$ cat src/rtl/seg7_pkg.sv
// -----------------------------------------------------------------------------
// seg7_pkg
// Shared definitions for the seven-segment display path and its inverse
// decoder. Both ends use this one code table so they can never disagree.
//
// Contents:
//   NDIG_C        number of decimal digits carried on a display bus
//   SEG_0..SEG_9  active-low segment codes, bit order gfedcba
//   SEG_BLANK     all segments off
//   state_t       FSM state encoding of the seven-segment decoder
// -----------------------------------------------------------------------------
package seg7_pkg;

    localparam int NDIG_C = 8;

    localparam logic [6:0] SEG_0     = 7'b1000000;
    localparam logic [6:0] SEG_1     = 7'b1111001;
    localparam logic [6:0] SEG_2     = 7'b0100100;
    localparam logic [6:0] SEG_3     = 7'b0110000;
    localparam logic [6:0] SEG_4     = 7'b0011001;
    localparam logic [6:0] SEG_5     = 7'b0010010;
    localparam logic [6:0] SEG_6     = 7'b0000010;
    localparam logic [6:0] SEG_7     = 7'b1111000;
    localparam logic [6:0] SEG_8     = 7'b0000000;
    localparam logic [6:0] SEG_9     = 7'b0010000;
    localparam logic [6:0] SEG_BLANK = 7'b1111111;

    typedef enum logic [1:0] {
        ST_IDLE = 2'd0,
        ST_CONV = 2'd1,
        ST_DONE = 2'd2
    } state_t;

endpackage

$ cat src/rtl/seg7_decode.sv
// -----------------------------------------------------------------------------
// seg7_decode
// Combinational decode of one active-low seven-segment pattern.
//
// Ports:
//   i_seg     [6:0]  segment pattern, gfedcba, active-low
//   o_digit   [3:0]  decoded digit 0..9; 0 for blank or unrecognised patterns
//   o_valid          pattern is one of the ten digit codes
//   o_blank          pattern is the blank code (all segments off)
// -----------------------------------------------------------------------------
module seg7_decode
    import seg7_pkg::*;
(
    input  logic [6:0] i_seg,
    output logic [3:0] o_digit,
    output logic       o_valid,
    output logic       o_blank
);

    always_comb begin
        o_digit = 4'd0;
        o_valid = 1'b1;
        o_blank = 1'b0;
        case (i_seg)
            SEG_0:     o_digit = 4'd0;
            SEG_1:     o_digit = 4'd1;
            SEG_2:     o_digit = 4'd2;
            SEG_3:     o_digit = 4'd3;
            SEG_4:     o_digit = 4'd4;
            SEG_5:     o_digit = 4'd5;
            SEG_6:     o_digit = 4'd6;
            SEG_7:     o_digit = 4'd7;
            SEG_8:     o_digit = 4'd8;
            SEG_9:     o_digit = 4'd9;
            SEG_BLANK: begin
                o_valid = 1'b0;
                o_blank = 1'b1;
            end
            default:   o_valid = 1'b0;
        endcase
    end

endmodule

$ cat src/rtl/seg7_to_bin.sv
// -----------------------------------------------------------------------------
// seg7_to_bin
// Sequential decoder: eight active-low seven-segment digit patterns back to a
// 32-bit unsigned binary value, most-significant digit first, one digit per
// clock.
//
// Handshake: start is taken only on a clock edge where ready=1; ready then
// drops until the FSM returns to IDLE. valid is a one-cycle pulse in the
// cycle result/err/err_pos were updated; there is no back-pressure on valid.
// start while ready=0 (including the DONE cycle) is dropped, not queued.
//
// Ports:
//   clk                 rising-edge clock
//   rst                 asynchronous active-high reset
//   start               request conversion
//   seg_in   [7*NDIG-1:0] digit patterns, seg_in[6:0] = ones digit
//   ready               idle, can accept start
//   valid               one-cycle completion pulse
//   result   [31:0]     decoded value, held until next completion
//   err                 some digit of the last conversion was invalid
//   err_pos  [2:0]      index of the most-significant invalid digit
//   dbg_state           current FSM state
// -----------------------------------------------------------------------------
module seg7_to_bin
    import seg7_pkg::*;
#(
    parameter int NDIG          = NDIG_C,
    parameter bit BLANK_AS_ZERO = 1'b1
) (
    input  logic              clk,
    input  logic              rst,
    input  logic              start,
    input  logic [7*NDIG-1:0] seg_in,
    output logic              ready,
    output logic              valid,
    output logic [31:0]       result,
    output logic              err,
    output logic [2:0]        err_pos,
    output state_t            dbg_state
);

    // Digit index width; the design is fixed at 8 digits.
    localparam int CNT_W = 3;

    state_t            r_state;
    logic [7*NDIG-1:0] r_shift;
    logic [CNT_W-1:0]  r_cnt;
    logic [31:0]       r_acc;
    // Running error status for the conversion in flight; the visible
    // err/err_pos only change at the completion edge.
    logic              r_err_run;
    logic [2:0]        r_pos_run;
    logic              r_ready;
    logic              r_valid;
    logic [31:0]       r_result;
    logic              r_err;
    logic [2:0]        r_err_pos;

    logic [6:0]  w_head;
    logic [3:0]  w_digit;
    logic        w_valid;
    logic        w_blank;
    logic        w_bad;
    logic [31:0] w_next_acc;

    // The most-significant unconsumed digit sits at the top of the shift
    // register; the register shifts left by one digit per CONV cycle.
    assign w_head = r_shift[7*NDIG-1 -: 7];

    seg7_decode u_decode (
        .i_seg   (w_head),
        .o_digit (w_digit),
        .o_valid (w_valid),
        .o_blank (w_blank)
    );

    assign w_bad      = ~w_valid & ~(w_blank & BLANK_AS_ZERO);
    assign w_next_acc = (r_acc << 3) + (r_acc << 1) + {28'd0, w_digit};

    always_ff @(posedge clk or posedge rst) begin
        if (rst) begin
            r_state   <= ST_IDLE;
            r_shift   <= '0;
            r_cnt     <= '0;
            r_acc     <= '0;
            r_err_run <= 1'b0;
            r_pos_run <= 3'd0;
            r_ready   <= 1'b1;
            r_valid   <= 1'b0;
            r_result  <= 32'd0;
            r_err     <= 1'b0;
            r_err_pos <= 3'd0;
        end else begin
            r_valid <= 1'b0;
            case (r_state)
                ST_IDLE: begin
                    if (start) begin
                        r_shift   <= seg_in;
                        r_acc     <= 32'd0;
                        r_err_run <= 1'b0;
                        r_pos_run <= 3'd0;
                        r_cnt     <= CNT_W'(NDIG - 1);
                        r_ready   <= 1'b0;
                        r_state   <= ST_CONV;
                    end
                end
                ST_CONV: begin
                    r_acc   <= w_next_acc;
                    r_shift <= r_shift << 7;
                    // Only the first (most-significant) bad digit is recorded.
                    if (w_bad && !r_err_run) begin
                        r_err_run <= 1'b1;
                        r_pos_run <= r_cnt;
                    end
                    if (r_cnt == '0) begin
                        r_result  <= w_next_acc;
                        r_err     <= r_err_run | w_bad;
                        // A bad ones digit found here leaves err_pos at 0.
                        r_err_pos <= r_err_run ? r_pos_run : 3'd0;
                        r_valid   <= 1'b1;
                        r_state   <= ST_DONE;
                    end else begin
                        r_cnt <= r_cnt - 1'b1;
                    end
                end
                ST_DONE: begin
                    r_ready <= 1'b1;
                    r_state <= ST_IDLE;
                end
                default: begin
                    r_ready <= 1'b1;
                    r_state <= ST_IDLE;
                end
            endcase
        end
    end

    assign ready     = r_ready;
    assign valid     = r_valid;
    assign result    = r_result;
    assign err       = r_err;
    assign err_pos   = r_err_pos;
    assign dbg_state = r_state;

endmodule
$ cat config.mk
export PLATFORM = sky130hd
export DESIGN_NAME = seg7_to_bin
export DESIGN_NICKNAME = d
export VERILOG_FILES = /design/src/rtl/seg7_pkg.sv /design/src/rtl/seg7_decode.sv /design/src/rtl/seg7_to_bin.sv
export SDC_FILE = /design/constraint.sdc
export NUM_CORES = 1
export LEC_CHECK = 0
export ABC_AREA = 1
export BUFFER_PORTS_ARGS = -buffer_cell sky130_fd_sc_hd__buf_2
export CAP_MARGIN = 20
export CORE_MARGIN = 1
export CORE_UTILIZATION = 53
export CTS_BUF_LIST = sky130_fd_sc_hd__clkbuf_16
export DETAILED_ROUTE_END_ITERATION = 12
export PLACE_DENSITY_LB_ADDON = 0.1
export REMOVE_ABC_BUFFERS = 1
export SETUP_SLACK_MARGIN = 0.5
export SYNTH_ARGS = -nofsm -noshare
export SYNTH_HDL_FRONTEND = slang
export SYNTH_SLANG_ARGS = --single-unit
$ cat constraint.sdc
create_clock -name clk -period 3.6 [get_ports clk]
set_input_delay 0.36 -clock clk [delete_from_list [all_inputs] [get_ports clk]]
set_output_delay 0.36 -clock clk [all_outputs]
set_load 0.05 [all_outputs]
==> run summary, run 1 <==
Initial antenna violation count: 0
Overflow after GRT: 0
Clk slew on worst S/H paths: 0.06 ns
Initial DRC Count: 414
WL/cell: 14.07 µm
Cell variety after synth: 36
Placed wire-length estimate: 13850 µm
Number of global-route vias before repair: 6912
Number of routed nets with antenna violations: 0
Outcome: complete, no violations
CTS root buffer: clkbuf_16
RSZ-0062 raised after global routing: false
Seq/Total Area, Yosys: 40.88%
I/O Buffers: 98
Gate Count Post-Synth: 1108
Io pins: 99
Routability Congestion: 0.8838
Fin crit period: 2.798 ns
Placed Cells: 1365
Clock Path Buffers: 2
Main area contributors after synthesis: dfrtp_1 (41%), nand2_1 (17%), ha_1 (9.1%)
WP data required: 3.96 ns
Residual DRC: 0
Total of max-cap violations: 0
Max-slew violation count: 0
Final setup margin: 0.8017 ns
CTS Buf Count: 17
Core area: 0.01515 mm²
Die W: 126.4 µm
Mean number of vias per cell: 5.164
Setup-failing EPs final: 0
Worst hold path class: primary input to async pin
Minimum hold slack: 0.07032 ns
Worst skew pair latency: 0.42 ns
Hold buffers post-CTS: 0
CTS tree: done
Initial Utilization: 54.18%
Final period util: 77.73%
Crit end category: flip-flop
Die span in y: 126.4 µm
Worst EP arrival: 3.16 ns
CP Max Fanout: 5
DP Worst Slack: 0.7301 ns
Nets: 1317
Slew margin rel.: 46.82%
First-pass GRT wire length: 32990 µm
Least-Margin Pin Slew: 0.7977 ns
Largest area contributor in the synthesized netlist: dfrtp_1
Fin Clk Skew: 0.01063 ns
Die ar.: 0.01599 mm²
Avg Inst Size Synth: 7.407 µm²
WL final: 19650 µm
Diodes inserted: 0
Gr usage total: 26.30%
Number of H-tree levels: 4
Ratio of cells with drive above 1 in the final layout: 15.96%
Critical Path Start Type: flip-flop
WS Path Type: flip-flop to flip-flop
Largest net degree at the start of global routing: 86
Final Hold Viols: 0
Ys Warns: 0
TritonRoute pass-1 iters: 5
Cell Area, Synth: 0.008207 mm²
Row cnt: 45
Post-synth EDFFs: 0
Area delta synth->final: 14.64%
Max Fclk: 0.3574 GHz
Vias post-DR: 7214
Most common library cell in the layout ignoring fill and taps: nand2_1
Yosys reg bits: 134
Clock sinks: 134
Fin cells: 1397
Commonest non-fill, non-tap cells in the layout: nand2_1 (379), dfrtp_1 (132), inv_1 (116), buf_2 (98), nor2_1 (82)
Asr flop ratio synth: 100.0%
Post-synth top area share: 40.55%
Prevailing post-synth register cell: dfrtp_1
-- synth_stat cells (all sizes together), types with 5 or more instances --
| library cell | number |
|---|---|
| ha | 60 |
| nand3b | 5 |
| xnor2 | 9 |
| nor2 | 96 |
| nand3 | 64 |
| buf | 16 |
| a22oi | 7 |
| a21oi | 66 |
| inv | 126 |
| nor3 | 6 |
| xor2 | 6 |
| nand4 | 5 |
| clkbuf | 19 |
| dfrtp | 133 |
| nand2 | 391 |
| o21ai | 87 |
-- layout make-up --
class                           instances  area [µm²]
Clock buffer                           17       425.4
Clock inverter                         15       117.6
Fill cell                            1468        5738
Inverter                              126       478.0
Multi-Input combinational cell        813        4248
Sequential cell                       134        3356
Tap cell                              188       235.2
Timing Repair Buffer                  104       548.0
-- critical path: stages, from the launching register on --
cell	delay [ns]
dfrtp_1	0.42
nor2_4	0.15
inv_1	0.06
nor2_1	0.13
nand2_1	0.09
fa_1	0.48
inv_1	0.07
fa_2	0.42
nand3_1	0.11
nand3_2	0.13
a21oi_2	0.24
nor2_1	0.06
o21ai_1	0.18
nand3_1	0.11
nand2_1	0.09
-- layer usage --
metal / share of wire (%) / wire, µm / vias up / GRT usage (%)
met5: 0 / 0 / - / 0
met4: 1.6 / 321 / 0 / 7.654
met3: 5.0 / 975 / 26 / 6.748
met2: 48 / 9443 / 154 / 44.13
met1: 45 / 8914 / 3318 / 33.54
li1: - / - / 3716 / -
-- cells by family (layout without fill, tap and decap cells) --
kind of cell / count (synthesis) / count (layout) / share of synthesized area (%)
AND/OR/NAND/NOR: 567 / 567 / 29.14
AO/OA/AOI/OAI: 169 / 169 / 11.16
buffers and inverters: 161 / 262 / 7.593
flip-flops: 134 / 134 / 40.88
adder cells (fa/ha/maj): 62 / 62 / 9.636
XOR/XNOR: 15 / 15 / 1.601
-- what timing repair did --
| item | in CTS | in global routing |
|---|---|---|
| endpoints found under the setup margin | 0 | 7 |
| gates resized for setup | 0 | 5 |
| setup buffers | 0 | 0 |
-- final timing paths --
kind | from | endpoint | slack, ns | depth (start not counted)
min reg2reg | result[31] | result[31] | 0.47 | 2
min | rst | r_shift[0] | 0.07 | 2
max reg2reg | r_shift[49] | r_acc[18] | 0.80 | 14
max | r_shift[49] | r_acc[18] | 0.80 | 14
max in group asynchronous | rst | ready | 2.78 | 3
min in group clk | seg_in[2] | r_shift[2] | 0.13 | 3
-- flip-flops by register name, summed over array words and instances, names as in the netlist, 2 cells and up --
name	flops
r_cnt	3
result	32
dbg_state	2
r_acc	31
err_pos	3
r_pos_run	3
r_shift	56
-- per-stage QoR --
step                      utilization, %  area, µm²  setup TNS [ns]
after floorplan                        -       8056          -50.18
after global placement             58.41       8847               0
after detailed placement           58.41       8847               0
after CTS                          62.00       9390               0
after global routing               62.11       9408               0
final                              62.11       9408               0
Power of run 1 is left out: the tool's default activity adds up to more than one toggle a clock period on the data nets, which glitch-free logic cannot reach.
==> inputs of run 2 (changes only) <==
--- a/config.mk
+++ b/config.mk
@@ -5,11 +5,11 @@
 export SDC_FILE = /design/constraint.sdc
 export NUM_CORES = 1
 export LEC_CHECK = 0
-export ABC_AREA = 1
+export ABC_AREA = 0
 export BUFFER_PORTS_ARGS = -buffer_cell sky130_fd_sc_hd__buf_2
 export CAP_MARGIN = 20
 export CORE_MARGIN = 1
-export CORE_UTILIZATION = 53
+export CORE_UTILIZATION = 59
 export CTS_BUF_LIST = sky130_fd_sc_hd__clkbuf_16
 export DETAILED_ROUTE_END_ITERATION = 12
 export PLACE_DENSITY_LB_ADDON = 0.1
==> constraint.sdc (replaced) <==
create_clock -name clk -period 2.9 [get_ports clk]
set_input_delay 0.29 -clock clk [delete_from_list [all_inputs] [get_ports clk]]
set_output_delay 0.29 -clock clk [all_outputs]
set_load 0.05 [all_outputs]
==> run summary, run 2 <==
Number of global-route vias before repair: 6585
Routability Congestion: 0.8687
Gr usage total: 29.35%
Ys Warns: 0
Number of H-tree levels: 4
Least-Margin Pin Slew: 0.6427 ns
Fin crit period: 3.760 ns
Final period util: 129.7%
RSZ-0062 raised after global routing: true
Largest net degree at the start of global routing: 87
Initial antenna violation count: 0
Post-synth top cells: nand2_1 (151), dfrtp_1 (133), o21ai_0 (117)
Total of max-cap violations: 0
TritonRoute pass-1 iters: 5
Top-count cell post-synth: nand2_1
Largest register by flop count: r_shift
CTS Buf Count: 17
Residual DRC: 0
Buf+Inv Stages, Crit Path: 3
Commonest non-fill, non-tap cells in the layout: nand2_1 (148), dfrtp_1 (132), buf_2 (98), o21ai_0 (79), ha_1 (58)
Worst path slowest cell: fa_1
Initial DRC Count: 487
Diodes inserted: 0
Number of routed nets with antenna violations: 0
Gate Count Post-Synth: 836
Crit-path leading delay family: compound AO/OA/AOI/OAI gates
Setup-failing EPs final: 54
Avg Inst Size Synth: 9.318 µm²
Final total negative setup slack: -33.34 ns
Clock sinks: 134
Final instance area: 0.009897 mm²
CP max stage delay: 0.51 ns
Final setup margin: -0.8600 ns
Core area: 0.01272 mm²
Largest area contributor in the synthesized netlist: dfrtp_1
Area delta synth->final: 27.05%
Met2 Wirelength: 10050 µm
Met3 wire len: 794 µm
Vias post-DR: 6715
CP most frequent cell: buf_6
DRT met1 WL: 8133 µm
HP Start: seg_in[6]
Yosys reg bits: 134
Asr flop ratio synth: 100.0%
Max-slew violation count: 0
Prevailing post-synth register cell: dfrtp_1
First-pass GRT wire length: 30820 µm
WS Path Type: flip-flop to flip-flop
FF-to-FF End: result[20]
Cell Area, Synth: 0.007790 mm²
Die W: 116.9 µm
Worst Hold Depth: 2
Instance area at placement: 0.008692 mm²
Post-synth EDFFs: 0
Nets: 1087
Placed wire-length estimate: 12570 µm
Row cnt: 41
Failing checks: negative setup slack
Max Fclk: 0.2660 GHz
Overflow after GRT: 0
Post-synth top area share: 42.72%
Die span in y: 116.9 µm
Mean number of vias per cell: 5.834
Final Hold Viols: 0
Filler instances: 909
Outcome: finished, violations left
Clk slew on worst S/H paths: 0.06 ns
Critical Path Start Type: flip-flop
Hold Path Sink: r_shift[6]
Initial Utilization: 61.23%
Io pins: 99
Die ar.: 0.01367 mm²
Ratio of cells with drive above 1 in the final layout: 26.35%
Worst hold path class: primary input to flip-flop
Worst skew pair latency: 0.43 ns
CP Max Fanout: 4
Slew margin rel.: 57.15%
Crit path from: r_shift[51]
I/O Buffers: 98
Fin Clk Skew: 0.01059 ns
Worst r2r path cells: 13
Register-to-register setup slack: -0.86 ns
Worst EP arrival: 4.05 ns
Cell count along the critical path: 13
Crit path cell chain: or3_4 -> or4_4 -> fa_1 -> inv_2 -> fa_2 -> a21o_1 -> a221oi_4 -> o211ai_4 -> a31oi_4 -> buf_6 -> buf_6 -> xor2_2 -> o21ai_1
DR top layer: met4
Main area contributors after synthesis: dfrtp_1 (43%), ha_1 (9.6%), o21ai_0 (7.5%)
WL final: 19480 µm
CTS root buffer: clkbuf_16
Most common library cell in the layout ignoring fill and taps: nand2_1
Largest register FFs: 56
Cell variety after synth: 68
Clock Path Buffers: 2
Worst R2R Start: r_shift[51]
Seq/Total Area, Yosys: 43.06%
WL/cell: 16.92 µm
CTS tree: done
WP data required: 3.19 ns
Crit end category: flip-flop
run 2: cell count changes after synthesis, sizes merged, moves of 32 or more:
cell   change
o21ai     +34
mux2i     +51
nand2    -240
a21oi     -32
nand3     -36
nor2      -66
inv      -106
run 2: metal layers:
layer / GRT usage [%] / up-vias
met3: 7.106 / 49
met2: 51.36 / 202
met5: 0 / -
li1: - / 3239
met1: 34.17 / 3225
met4: 13.33 / 0
run 2: layout make-up:
cell class | instances | area [µm²] | area share [%]
multi-input combinational | 630 | 4547 | 45.94
clock inverter | 15 | 212.7 | 2.149
clock buffer | 17 | 425.4 | 4.298
timing repair buffer | 163 | 1064 | 10.75
sequential | 134 | 3356 | 33.91
inverter | 20 | 77.57 | 0.7838
tap | 172 | 215.2 | 2.174
run 2: what timing repair did:
| action | in CTS | in global routing |
|---|---|---|
| hold buffers | 1 | 0 |
| gates resized for setup | 56 | 60 |
| endpoints found under the setup margin | 57 | 57 |
| hold endpoints to repair | 48 | 0 |
| setup buffers | 8 | 10 |
| pin swaps | 30 | 23 |
run 2: worst max-delay path by stage:
stage / to
global placement: result[27]
finish: result[20]
floorplan: r_cnt[2]
CTS: result[22]
global route: r_acc[29]
detailed placement: r_acc[27]
run 2: through the flow:
stage | util (%) | hold WS (ns) | worst slack, ns | std cells
2_1_floorplan | - | 0.4227 | -3.051 | 784
3_3_place_gp | 68.32 | 0.4077 | -0.9073 | 1100
3_5_place_dp | 68.32 | 0.4144 | -1.024 | 1100
4_1_cts | 75.34 | 0.07373 | -0.7813 | 1141
5_1_grt | 77.79 | 0.07130 | -0.9595 | 1151
6_report | 77.79 | 0.08019 | -0.8600 | 1151
run 2: logic make-up after synthesis:
family,share of synthesized area (%)
flip-flops,43.06
adder cells (fa/ha/maj),10.15
AO/OA/AOI/OAI,18.89
XOR/XNOR,2.586
AND/OR/NAND/NOR,15.10
buffers and inverters,3.662
multiplexers,6.553
Power of run 2 is left out for the same reason.
==> inputs of run 3 (changes only) <==
--- a/config.mk
+++ b/config.mk
@@ -9,12 +9,13 @@
 export BUFFER_PORTS_ARGS = -buffer_cell sky130_fd_sc_hd__buf_2
 export CAP_MARGIN = 20
 export CORE_MARGIN = 1
-export CORE_UTILIZATION = 59
-export CTS_BUF_LIST = sky130_fd_sc_hd__clkbuf_16
+export CORE_UTILIZATION = 60
+export CTS_BUF_LIST = sky130_fd_sc_hd__clkbuf_8
 export DETAILED_ROUTE_END_ITERATION = 12
 export PLACE_DENSITY_LB_ADDON = 0.1
 export REMOVE_ABC_BUFFERS = 1
 export SETUP_SLACK_MARGIN = 0.5
 export SYNTH_ARGS = -nofsm -noshare
 export SYNTH_HDL_FRONTEND = slang
+export SYNTH_HIERARCHICAL = 1
 export SYNTH_SLANG_ARGS = --single-unit
==> run summary, run 3 <==
First-pass GRT wire length: 29100 µm
Largest register FFs: 56
Worst EP arrival: 3.95 ns
Final Hold Viols: 0
Yosys reg bits: 134
RSZ-0062 raised after global routing: true
CTS tree: done
Failing checks: negative setup slack
Ys Warns: 6
Largest register by flop count: r_shift
CTS root buffer: clkbuf_8
Max-slew violation count: 0
Core area: 0.01211 mm²
Register-to-register setup slack: -0.72 ns
Vias post-DR: 6204
Post-synth top cells: nand2_1 (143), dfrtp_1 (133), o21ai_0 (88)
Slew margin rel.: 31.51%
Nets: 1026
Die ar.: 0.01294 mm²
Cell Area, Synth: 0.007495 mm²
CP Max Fanout: 4
Fin cells: 1086
Final setup margin: -0.7173 ns
Post-synth top area share: 44.41%
Top-count cell post-synth: nand2_1
Diodes inserted: 0
Mean number of vias per cell: 5.713
Io pins: 99
Main area contributors after synthesis: dfrtp_1 (44%), ha_1 (10%), nand2_1 (7.2%)
Post-synth EDFFs: 0
Number of routed nets with antenna violations: 0
Crit end category: flip-flop
Largest net degree at the start of global routing: 96
Avg Inst Size Synth: 9.683 µm²
Gate Count Post-Synth: 774
CTS Buf Count: 17
Commonest non-fill, non-tap cells in the layout: nand2_1 (143), dfrtp_1 (133), buf_2 (98), o21ai_0 (78), ha_1 (59)
Initial Utilization: 61.88%
Setup-failing EPs final: 51
Final instance area: 0.009271 mm²
Seq/Total Area, Yosys: 44.76%
Die W: 113.8 µm
Asr flop ratio synth: 100.0%
Cell variety after synth: 61
Critical Path Start Type: flip-flop
Prevailing post-synth register cell: dfrtp_1
Most common library cell in the layout ignoring fill and taps: nand2_1
DP Worst Slack: -0.9430 ns
Least-Margin Pin Slew: 1.025 ns
Residual DRC: 0
Overflow after GRT: 0
Initial DRC Count: 275
I/O Buffers: 98
Outcome: finished, violations left
Row cnt: 40
Worst skew pair latency: 0.46 ns
Initial antenna violation count: 0
Largest area contributor in the synthesized netlist: dfrtp_1
Fin crit period: 3.617 ns
Placed wire-length estimate: 11940 µm
Gr usage total: 28.94%
Final total negative setup slack: -29.77 ns
Area delta synth->final: 23.71%
Ratio of cells with drive above 1 in the final layout: 27.12%
TritonRoute pass-1 iters: 5
Number of H-tree levels: 4
WL/cell: 16.40 µm
WS Path Type: flip-flop to flip-flop
WP data required: 3.24 ns
Instance area at placement: 0.008376 mm²
Clock Path Buffers: 2
Die span in y: 113.8 µm
Worst hold path class: primary input to flip-flop
Clock sinks: 134
Total of max-cap violations: 0
Fin Clk Skew: 0.01145 ns
Final period util: 124.7%
Max Fclk: 0.2764 GHz
WL final: 17810 µm
Number of global-route vias before repair: 6175
Placed Cells: 1038
Routability Congestion: 0.9104
Clk slew on worst S/H paths: 0.08 ns
==> run 3: kinds of logic (layout without fill, tap and decap cells) <==
group / after synthesis / in the layout / share of synthesized area (%)
AND/OR/NAND/NOR: 218 / 218 / 12.85
multiplexers: 54 / 54 / 7.295
buffers and inverters: 62 / 206 / 3.122
XOR/XNOR: 29 / 29 / 3.389
AO/OA/AOI/OAI: 215 / 215 / 18.03
flip-flops: 134 / 134 / 44.76
adder cells (fa/ha/maj): 62 / 62 / 10.55
==> run 3: routing by layer <==
metal  wire length, µm  track usage, %  share of wire, %  vias up
met2              9157           50.49                51      146
li1                  -               -                 -     2989
met5                 0               0                 0        -
met3               714           6.908               4.0       35
met4               433           12.28               2.4        0
met1              7500           34.14                42     3034
==> run 3: metrics by stage <==
stage	utilization (%)	hold WS (ns)
6_report	76.55	0.04790
5_1_grt	76.55	0.03105
4_1_cts	74.93	0.02608
3_5_place_dp	69.15	0.4584
3_3_place_gp	69.15	0.4485
2_1_floorplan	-	0.4227
==> run 3: path summary, 6_finish.rpt <==
kind                          endpoint        start  cells after the start
setup / recovery             r_acc[25]  r_shift[49]                     15
hold / removal              r_shift[5]    seg_in[5]                      2
setup reg to reg             r_acc[25]  r_shift[49]                     15
hold reg to reg              result[8]    result[8]                      2
max in group asynchronous   result[27]          rst                      4
min in group asynchronous  r_shift[11]          rst                      3
==> run 3: critical path: stages, from the launching register on <==
cell and delay, ns:
dfrtp_1 0.39, or3_4 0.41, nor4_4 0.15, inv_1 0.09, fa_1 0.54, inv_2 0.07, ha_4 0.24, a211oi_2 0.19
o21bai_1 0.11, a211o_1 0.36, o31a_4 0.32, o21ai_2 0.13, buf_6 0.16, o21ai_4 0.06, xnor2_2 0.18, o21ai_1 0.09
==> run 3: repair_timing <==
action | in CTS | in global routing
endpoints found under the hold margin | 55 | 0
gates resized for setup | 59 | 29
pin swaps | 20 | 25
hold buffers | 1 | 0
setup endpoints to repair | 57 | 57
setup buffers | 12 | 3
==> run 3: final cells by class <==
cell class	instances	area, µm²
Clock buffer	18	247.7
Clock inverter	14	87.58
Fill cell	894	2840
Inverter	22	85.08
Multi-Input combinational cell	578	4292
Sequential cell	134	3354
Tap cell	168	210.2
Timing Repair Buffer	152	994.7
Power of run 3 is left out for the same reason.
